===== src/rtl/car_direction_detector_if.sv =====
// car_direction_detector_if: raw gate sensor levels in, conditioned levels and crossing pulses out
interface car_direction_detector_if;
  logic outer;
  logic inner;
  logic enter;
  logic exit;
  logic abort;
  logic outer_clean;
  logic inner_clean;
  modport master(output outer, inner, input enter, exit, abort, outer_clean, inner_clean);
  modport slave(input outer, inner, output enter, exit, abort, outer_clean, inner_clean);
endinterface


===== src/rtl/car_direction_detector.sv =====
// car_direction_detector: synchronizes gate sensors and emits one enter/exit/abort pulse per crossing
// Optional debounce filter compiled in with `define CAR_DIRECTION_DEBOUNCE_EN.
module car_direction_detector #(
  parameter int SYNC_STAGES = 2,
  parameter int DEBOUNCE_CYCLES = 4
) (
  input logic clk,
  input logic reset,
  car_direction_detector_if.slave bus
);
  typedef enum logic [2:0] {IDLE, IN1, IN2, IN3, OUT1, OUT2, OUT3, WAIT_CLR} state_t;
  state_t state;
  logic [1:0] sync [SYNC_STAGES];
  logic [1:0] clean;
  if (SYNC_STAGES < 2 || DEBOUNCE_CYCLES < 1) begin : g_bad_params
    $error("car_direction_detector: SYNC_STAGES must be >= 2 and DEBOUNCE_CYCLES >= 1");
  end
  // bit 1 carries outer, bit 0 carries inner
  always_ff @(posedge clk)
    if (reset)
      for (int i = 0; i < SYNC_STAGES; i++) sync[i] <= '0;
    else begin
      sync[0] <= {bus.outer, bus.inner};
      for (int i = 1; i < SYNC_STAGES; i++) sync[i] <= sync[i-1];
    end
`ifdef CAR_DIRECTION_DEBOUNCE_EN
  localparam int CW = $clog2(DEBOUNCE_CYCLES + 1);
  logic [CW-1:0] cnt [2];
  always_ff @(posedge clk)
    for (int i = 0; i < 2; i++)
      if (reset) begin
        cnt[i] <= '0;
        clean[i] <= 1'b0;
      end else if (sync[SYNC_STAGES-1][i] == clean[i])
        cnt[i] <= '0;
      else if (cnt[i] == CW'(DEBOUNCE_CYCLES - 1)) begin
        clean[i] <= sync[SYNC_STAGES-1][i];
        cnt[i] <= '0;
      end else
        cnt[i] <= cnt[i] + 1'b1;
`else
  assign clean = sync[SYNC_STAGES-1];
`endif
  assign bus.outer_clean = clean[1];
  assign bus.inner_clean = clean[0];
  always_ff @(posedge clk)
    if (reset) begin
      state <= IDLE;
      bus.enter <= 1'b0;
      bus.exit <= 1'b0;
      bus.abort <= 1'b0;
    end else begin
      bus.enter <= 1'b0;
      bus.exit <= 1'b0;
      bus.abort <= 1'b0;
      case (state)
        IDLE:
          if (clean == 2'b10) state <= IN1;
          else if (clean == 2'b01) state <= OUT1;
          else if (clean == 2'b11) begin state <= WAIT_CLR; bus.abort <= 1'b1; end
        IN1:
          if (clean == 2'b11) state <= IN2;
          else if (clean == 2'b00) begin state <= IDLE; bus.abort <= 1'b1; end
          else if (clean == 2'b01) begin state <= WAIT_CLR; bus.abort <= 1'b1; end
        IN2:
          if (clean == 2'b01) state <= IN3;
          else if (clean == 2'b10) state <= IN1;
          else if (clean == 2'b00) begin state <= IDLE; bus.abort <= 1'b1; end
        IN3:
          if (clean == 2'b00) begin state <= IDLE; bus.enter <= 1'b1; end
          else if (clean == 2'b11) state <= IN2;
          else if (clean == 2'b10) begin state <= WAIT_CLR; bus.abort <= 1'b1; end
        OUT1:
          if (clean == 2'b11) state <= OUT2;
          else if (clean == 2'b00) begin state <= IDLE; bus.abort <= 1'b1; end
          else if (clean == 2'b10) begin state <= WAIT_CLR; bus.abort <= 1'b1; end
        OUT2:
          if (clean == 2'b10) state <= OUT3;
          else if (clean == 2'b01) state <= OUT1;
          else if (clean == 2'b00) begin state <= IDLE; bus.abort <= 1'b1; end
        OUT3:
          if (clean == 2'b00) begin state <= IDLE; bus.exit <= 1'b1; end
          else if (clean == 2'b11) state <= OUT2;
          else if (clean == 2'b01) begin state <= WAIT_CLR; bus.abort <= 1'b1; end
        default:
          if (clean == 2'b00) state <= IDLE;
      endcase
    end
endmodule


===== src/flat_wrapper.sv =====
// flat-port wrapper written by rule: the top's interface ports become plain ports
module car_direction_detector_flat 
#(
  parameter int SYNC_STAGES = 2,
  parameter int DEBOUNCE_CYCLES = 4
)
  (clk, reset, bus_outer, bus_inner, bus_enter, bus_exit, bus_abort, bus_outer_clean, bus_inner_clean);
  car_direction_detector_if bus_i ();
  input logic clk;
  input logic reset;
  input wire logic [$bits(bus_i.outer)-1:0] bus_outer;
  input wire logic [$bits(bus_i.inner)-1:0] bus_inner;
  output wire logic [$bits(bus_i.enter)-1:0] bus_enter;
  output wire logic [$bits(bus_i.exit)-1:0] bus_exit;
  output wire logic [$bits(bus_i.abort)-1:0] bus_abort;
  output wire logic [$bits(bus_i.outer_clean)-1:0] bus_outer_clean;
  output wire logic [$bits(bus_i.inner_clean)-1:0] bus_inner_clean;
  assign bus_i.outer = bus_outer;
  assign bus_i.inner = bus_inner;
  assign bus_enter = bus_i.enter;
  assign bus_exit = bus_i.exit;
  assign bus_abort = bus_i.abort;
  assign bus_outer_clean = bus_i.outer_clean;
  assign bus_inner_clean = bus_i.inner_clean;
  car_direction_detector #(.SYNC_STAGES(SYNC_STAGES), .DEBOUNCE_CYCLES(DEBOUNCE_CYCLES)) u_core (.clk(clk), .reset(reset), .bus(bus_i));
endmodule

===== config.mk =====
export PLATFORM = sky130hd
export DESIGN_NAME = car_direction_detector_flat
export DESIGN_NICKNAME = d
export VERILOG_FILES = /design/src/rtl/car_direction_detector_if.sv /design/src/rtl/car_direction_detector.sv /design/src/flat_wrapper.sv
export SDC_FILE = /design/constraint.sdc
export NUM_CORES = 1
export LEC_CHECK = 0
export BUFFER_PORTS_ARGS = -buffer_cell sky130_fd_sc_hd__buf_2
export CAP_MARGIN = 30
export CORE_UTILIZATION = 48
export DETAILED_ROUTE_END_ITERATION = 12
export PLACE_DENSITY = 0.71
export SYNTH_ARGS = -nofsm -noshare
export SYNTH_HDL_FRONTEND = slang
export SYNTH_SLANG_ARGS = --single-unit

===== constraint.sdc =====
create_clock -name clk -period 1.7 [get_ports clk]
set_input_delay 0.17 -clock clk [delete_from_list [all_inputs] [get_ports clk]]
set_output_delay 0.17 -clock clk [all_outputs]
set_load 0.1 [all_outputs]

* Word-level counts from Yosys, hierarchy flattened *
Memory sizes are Yosys's and may differ from the RTL's.
Index checks and enable logic that the tools add are counted.

storage, ports and cells
  register bits after elaboration = 6
  bits in writable memories = 4
  bits of input ports = 4
  output and inout port bits = 5
  logic and storage cells = 66
  memories = 1

cells by class
  eq/ne operators = 10
  mux-type cells = 43
  bitwise logic cells = 4
  reductions and logical operators = 4

memory list
  name         words  width  rd ports  clocked after memory_dff  write ports  RTL line                      text
  u_core.sync  2      2      2         0                         2            car_direction_detector.sv:13  logic [1:0] sync [SYNC_STAGES];

operators with widths
  operator                                              count
  two-way mux 3 bit                                     18
  two-way mux 1 bit                                     21
  case mux 3 bit (7 select lines)                       1
  equality test 3 bit (second input constant)           3
  case mux 1 bit (7 select lines)                       1
  equality test 3 x 2 -> 1 bit (second input constant)  2
  equality test 2 bit (second input constant)           2
  two-way mux 2 bit                                     2
  != test 4 x 1 -> 1 bit (second input constant)        1
  OR reduction 2 bit                                    2
  equality test 3 x 1 -> 1 bit (second input constant)  1
  zero test 3 bit                                       1
  equality test 2 x 1 -> 1 bit (second input constant)  1
  zero test 2 bit                                       1
  NOT 1 bit                                             2
  OR 1 bit                                              2

* Depth between registers and ports, before layout *
Gate-level depths: netlist (run 1).

  word-level depth = 5
  depth in mapped cells = 6
  mapped depth without buffers = 6

* Worst setup path before layout (run 1) *
No wires, ideal clock.

  path kind = reg-to-reg
  start point = memory u_core.sync[1][0] (netlist: u_core.sync[0][2])
  end point = register u_core.state[2]
  library setup time = 0.115 ns
  arrival time = 2.461 ns
  data required time = 1.585 ns
  path slack = -0.877 ns
  cell stages (with the launch flop) = 7
  path buffers = 0
  period minus slack after synthesis = 2.577 ns
  path through = dfxtp_1 -> inv_1 -> ha_1 -> or4_4 -> o21ai_2 -> a41oi_1 -> and3_1

RTL lines
  item                    RTL line                      text
  start: declaration      car_direction_detector.sv:13
  end signal: assignment  car_direction_detector.sv:48  state <= IDLE;
  end signal: assignment  car_direction_detector.sv:58  if (clean == 2'b10) state <= IN1;
  end signal: assignment  car_direction_detector.sv:59  else if (clean == 2'b01) state <= OUT1;
  end: declaration        car_direction_detector.sv:12  state_t state;

==> results of run 1 <==
==> cells in the final DEF (no fill, tap or decap), types with 2 or more instances in the layout <==
cell type / instances
sky130_fd_sc_hd__a211oi_1: 2
sky130_fd_sc_hd__a21oi_1: 4
sky130_fd_sc_hd__nor2_1: 6
sky130_fd_sc_hd__nand2_1: 3
sky130_fd_sc_hd__buf_4: 5
sky130_fd_sc_hd__ha_1: 4
sky130_fd_sc_hd__dfxtp_1: 8
sky130_fd_sc_hd__clkbuf_4: 3
sky130_fd_sc_hd__inv_4: 2
sky130_fd_sc_hd__buf_2: 8
sky130_fd_sc_hd__nor3_1: 2
sky130_fd_sc_hd__inv_1: 3
sky130_fd_sc_hd__nor2b_1: 9
sky130_fd_sc_hd__a41oi_1: 2
sky130_fd_sc_hd__a31oi_1: 3
sky130_fd_sc_hd__nand2b_1: 5
sky130_fd_sc_hd__dfxtp_4: 2
sky130_fd_sc_hd__o21ai_0: 3
==> worst max-delay path by stage <==
stage | start | end | slack (ps) | cells after the start
after floorplan | u_core.sync[0][3] | u_core.state[2] | -70 | 6
after global placement | u_core.sync[0][2] | u_core.state[0] | 110 | 6
after detailed placement | u_core.sync[0][3] | u_core.state[2] | 80 | 6
after CTS | u_core.sync[0][3] | u_core.state[2] | 70 | 6
after global routing | u_core.sync[0][3] | u_core.state[2] | 8 | 6
final | u_core.sync[0][3] | u_core.state[2] | 80 | 6
==> sequential cells by signal, indices dropped and copies added (netlist names) <==
| signal | cells |
|---|---|
| u_core.state | 3 |
| u_core.bus.enter | 1 |
| u_core.bus.abort | 1 |
| u_core.bus.exit | 1 |
| u_core.sync | 4 |
==> per-layer routing <==
metal / up-vias / share of wire, % / global-route usage (%)
met5: - / 0 / 0
met4: 0 / 0.32 / 7.50
met3: 2 / 6.3 / 8.15
met2: 31 / 47 / 32.8
met1: 312 / 47 / 29.4
li1: 346 / - / -
==> report_power, final <==
| part | leakage, nW | switching [mW] | internal (mW) |
|---|---|---|---|
| Combinational | 0.237 | 0.304 | 0.212 |
| Sequential | 0.0837 | 0.0572 | 0.273 |
| Clock | 0.0150 | 0.0779 | 0.0906 |
| Total | 0.336 | 0.439 | 0.576 |
==> cell families after synthesis <==
logic type               after synthesis  synth area share [%]
AND/OR/NAND/NOR                       31                  23.8
adder cells (fa/ha/maj)                6                  10.3
multiplexers                           1                  1.38
flip-flops                            10                  27.6
buffers and inverters                 11                  9.14
XOR/XNOR                               1                  1.21
AO/OA/AOI/OAI                         27                  26.6
==> final cells by class <==
class	count	area share, %
multi-input combinational	66	57.3
inverter	5	2.87
timing repair buffer	13	9.37
tap	15	2.27
clock buffer	4	3.17
sequential	10	25.1
==> critical path, cell delays in order (launching register included) <==
cell and delay (ps):
sky130_fd_sc_hd__dfxtp_4 420, sky130_fd_sc_hd__inv_4 60, sky130_fd_sc_hd__ha_4 230, sky130_fd_sc_hd__or4_4 410, sky130_fd_sc_hd__o21ai_2 180, sky130_fd_sc_hd__a41oi_1 60
sky130_fd_sc_hd__and3_1 160
==> repair_timing <==
item	in CTS	in global routing
setup endpoints to repair	0	1
resized for setup	0	1
hold endpoints to repair	0	0
==> flow_summary.json, run 1 <==
{
  "setup_repair_after_global_routing_missed_its_margin": "false",
  "placed_cells_incl_taps": 109,
  "outcome": "finished, final reports clean",
  "sequential_share_of_the_synthesized_area_pct": 27.6,
  "synth_largest_type_area_fraction_pct": 27.6,
  "detail_route.drc_violations": 0,
  "multi_input_area_um2": 474,
  "synthArstFlopShare_pct": 0,
  "holdCritPathClass": "input port to register",
  "area_delta_synth_final_pct": 14.1,
  "totalWireLength_mm": 1.56,
  "fin_cells": 113,
  "cts_tree": "yes",
  "fin_util_pct": 61.4,
  "htree_levels": 1,
  "cts_hold_repair.buffers": 0,
  "synth_warnings": 0,
  "pin_count": 9,
  "firstDrtPassIters": 4,
  "cts.path.max_buffers": 2,
  "timing.max_cap.violations": 0,
  "core_area_mm2": 0.00135,
  "synth_area_per_cell_um2": 8.34,
  "endpoint_kind": "register",
  "cts_root_buffer": "sky130_fd_sc_hd__clkbuf_4",
  "dpl_worst_slack_ps": 81.4,
  "synthDistinctLibCells": 37,
  "die_area_mm2": 0.00167,
  "timing.reg2reg.setup_slack_ps": 80,
  "synth_fp_nets": 97,
  "drt_iter0_markers": 32,
  "cp_data_required_time_ps": 1860,
  "first_global_vias": 520,
  "grt_start_max_net_pins": 13,
  "postSynthRegisterBits": 10,
  "maximum_clock_skew_at_final_layout_ps": 4.23,
  "critPathMaxFanout": 11,
  "global_route.overflow_total": 0,
  "die_h_um": 40.9,
  "grt_util_all_layers_pct": 22.2,
  "mapped_cell_area_um2": 726,
  "clock_insertion_delay_worst_skew_ps": 260,
  "post_synth_edffs": 0,
  "finalPower_mw": 1.01,
  "final_min_period_over_clock_period_pct": 95.3,
  "power_leakage_nw": 0.336,
  "synth_ff_type": "sky130_fd_sc_hd__dfxtp_1",
  "total_vias_in_the_final_route": 691,
  "power-per-cell-area_mw_per_mm2": 1220,
  "whs_path_depth": 2,
  "antenna_found_initial": 0,
  "synth.cells.most_frequent": "sky130_fd_sc_hd__dfxtp_1, sky130_fd_sc_hd__nor2b_1, sky130_fd_sc_hd__ha_1, sky130_fd_sc_hd__nor2_1",
  "synth_top_cell_by_area": "sky130_fd_sc_hd__dfxtp_1",
  "placement.io_buffers": 8,
  "reg2regPathDepth": 6,
  "timing.fmax_mhz": 617,
  "first_pass_grt_wire_length_mm": 2.36,
  "vias_per_cell": 6.12,
  "num-fill-cells": 117,
  "holdWs_ps": 121,
  "cts-buffers-inserted": 3,
  "clock-sinks": 10,
  "post-route-min-period_ps": 1620,
  "floorplan.initialDensity_pct": 53.8,
  "n_antenna_cell": 0,
  "cp-start-kind": "register",
  "finalSetupViolations": 0,
  "post-dp-hpwl_mm": 1.16,
  "share_of_layout_cells_above_drive_strength_1_pct": 25.5,
  "timing_max_transition_violations_final": 0,
  "vdd.ir_drop.worst_uv": 610,
  "postPlaceCellArea_um2": 800,
  "end_of_the_worst_register_to_register_path": "u_core.state[2]",
  "worstSetupPathType": "register to register",
  "worst_slew_margin_rel_pct": 67.8,
  "synthCells": 87,
  "worstPathArrival_ps": 1780,
  "holdCritStartpoint": "bus_inner",
  "avgRoutedWirePerCell_um": 13.8,
  "seq_area_um2": 208,
  "worst-slew-pin-transition_ps": 487,
  "postCtsSetupRepairBufs": 0,
  "synth.top_cells.by_area": "sky130_fd_sc_hd__dfxtp_1, sky130_fd_sc_hd__ha_1, sky130_fd_sc_hd__nor2b_1",
  "final_area_um2": 828,
  "place_congestion": 0.847,
  "worst_hold_endpoint": "u_core.sync[0][0]",
  "leading_cell_type_by_number_of_instances_after_synthesis": "sky130_fd_sc_hd__dfxtp_1",
  "hold_viol": 0,
  "regToRegStartpoint": "u_core.sync[0][3]",
  "horizontal_die_dimension_um": 40.9,
  "cts.clk_slew.worst_paths_ps": 60,
  "fin_tns_setup_ps": 0,
  "rows": 13,
  "antenna_left": 0,
  "final_net_count": 109,
  "final.setup.worst_slack_ps": 79.5
}
Power figures use the tool's default switching activity.
==> run 2: changes to the inputs <==
- MAX_ROUTING_LAYER: not set -> met4
==> run 2 against run 1 <==
  * Non-clock buffer count stayed put
  * Sequential cell count stayed put
  * Clock skew hardly changed
  * Count of clock-buffer cells in the layout stayed put
==> flow_summary.json, run 2 (synthesized netlist as in run 1, its figures left out) <==
{
  "outcome": "finished, final reports clean",
  "power_leakage_nw": 0.336,
  "worstSetupPathType": "register to register",
  "final.setup.worst_slack_ps": 80.8,
  "placement.io_buffers": 8,
  "horizontal_die_dimension_um": 40.9,
  "die_h_um": 40.9,
  "grt_util_all_layers_pct": 22.8,
  "grt_start_max_net_pins": 13,
  "grt_util_met3_pct": 8.15,
  "detail_route.drc_violations": 0,
  "critPathMaxFanout": 11,
  "largest-register": "u_core.sync",
  "pin_count": 9,
  "largestRegisters": "u_core.sync x4, u_core.state x3",
  "firstDrtPassIters": 4,
  "vdd.ir_drop.worst_uv": 612,
  "htree_levels": 1,
  "critPathSlowestCell": "sky130_fd_sc_hd__dfxtp_4",
  "num-fill-cells": 117,
  "worst_slew_margin_rel_pct": 67.8,
  "post-route-min-period_ps": 1620,
  "final_net_count": 109,
  "largest_register_ffs": 4,
  "clock-sinks": 10,
  "timing.max_cap.violations": 0,
  "met1_usage_grt_pct": 29.4,
  "crit_chain": "inv_4 -> ha_4 -> or4_4 -> o21ai_2 -> a41oi_1 -> and3_1",
  "crit_path_max_incr_delay_ps": 420,
  "antenna_left": 0,
  "final_min_period_over_clock_period_pct": 95.2,
  "layout.cells.most_common_list": "sky130_fd_sc_hd__nor2b_1, sky130_fd_sc_hd__buf_2, sky130_fd_sc_hd__dfxtp_1",
  "post-dp-hpwl_mm": 1.16,
  "total_vias_in_the_final_route": 684,
  "power-per-cell-area_mw_per_mm2": 1230,
  "layout_commonest_cell": "sky130_fd_sc_hd__nor2b_1",
  "critical_path_buf_inv_count": 1,
  "cts.path.max_buffers": 2,
  "vias_per_cell": 6.05,
  "rows": 13,
  "critical_path.top_delay_family": "simple AND/OR/NAND/NOR gates",
  "finalPower_mw": 1.02,
  "endpoint_kind": "register",
  "holdCritPathClass": "input port to register",
  "n_antenna_cell": 0,
  "clock_insertion_delay_worst_skew_ps": 260,
  "worstPathArrival_ps": 1780,
  "drt_iter0_markers": 24,
  "avgRoutedWirePerCell_um": 13.9,
  "area_delta_synth_final_pct": 14.1,
  "cts_root_buffer": "sky130_fd_sc_hd__clkbuf_4",
  "die_area_mm2": 0.00167,
  "cp-start-kind": "register",
  "maximum_clock_skew_at_final_layout_ps": 3.80,
  "postPlaceCellArea_um2": 800,
  "antenna_found_initial": 0,
  "setup_repair_after_global_routing_missed_its_margin": "false",
  "cts_tree": "yes",
  "final_area_um2": 828,
  "dpl_worst_slack_ps": 81.4,
  "totalWireLength_mm": 1.57,
  "first_pass_grt_wire_length_mm": 2.35,
  "worst-slew-pin-transition_ps": 487,
  "cts-buffers-inserted": 3,
  "busiest_layer": "met2",
  "postCtsSetupRepairBufs": 0,
  "hold_viol": 0,
  "place_congestion": 0.860,
  "core_area_mm2": 0.00135,
  "holdWs_ps": 122,
  "timing_max_transition_violations_final": 0,
  "cts.clk_slew.worst_paths_ps": 60,
  "grt_met2_use_pct": 32.8,
  "floorplan.initialDensity_pct": 53.8,
  "share_of_layout_cells_above_drive_strength_1_pct": 25.5,
  "global_route.overflow_total": 0,
  "timing.fmax_mhz": 618,
  "cp_data_required_time_ps": 1860,
  "finalSetupViolations": 0,
  "first_global_vias": 522
}
run 2: cell counts in the layout (fill, tap and decap cells not counted):
No cell type changed its count.
run 2: per-stage QoR:
step / util (%) / setup TNS (ps) / std cells
5_1_grt: 61.4 / 0 / 113
6_report: 61.4 / 0 / 113
2_1_floorplan: - / -97.3 / 87
3_3_place_gp: 59.2 / 0 / 109
3_5_place_dp: 59.2 / 0 / 109
4_1_cts: 61.2 / 0 / 113
run 2: final timing paths:
path | start | endpoint | slack [ps] | cells after the start
worst max-delay path | u_core.sync[0][3] | u_core.state[2] | 80 | 6
worst min-delay path | bus_inner | u_core.sync[0][0] | 120 | 2
worst max register to register | u_core.sync[0][3] | u_core.state[2] | 80 | 6
worst min register to register | u_core.sync[0][0] | u_core.sync[0][2] | 450 | 1
run 2: where the power goes:
| part | switching [mW] | total [mW] | internal, mW | leakage [nW] |
|---|---|---|---|---|
| logic | 0.305 | 0.517 | 0.212 | 0.237 |
| registers | 0.0587 | 0.332 | 0.273 | 0.0837 |
| clock network | 0.0774 | 0.168 | 0.0906 | 0.0150 |
| total | 0.441 | 1.02 | 0.576 | 0.336 |
run 2: final cells by class:
| cell class | instances | area [µm²] | share of cell area [%] |
|---|---|---|---|
| clock buffers | 4 | 26.3 | 3.17 |
| inverters | 5 | 23.8 | 2.87 |
| multi-input cells | 66 | 474 | 57.3 |
| flip-flops and latches | 10 | 208 | 25.1 |
| well taps | 15 | 18.8 | 2.27 |
| repair buffers | 13 | 77.6 | 9.37 |
run 2: timing repair:
action                                  in CTS  in global routing
endpoints found under the setup margin       0                  1
hold buffers                                 0                  0
resized for setup                            0                  1
run 2: routing by layer:
layer	wire length [µm]	up-vias	part of all wire [%]
li1	-	345	-
met1	731	307	47
met2	725	30	46
met3	99	2	6.3
met4	9	0	0.57
met5	0	-	0
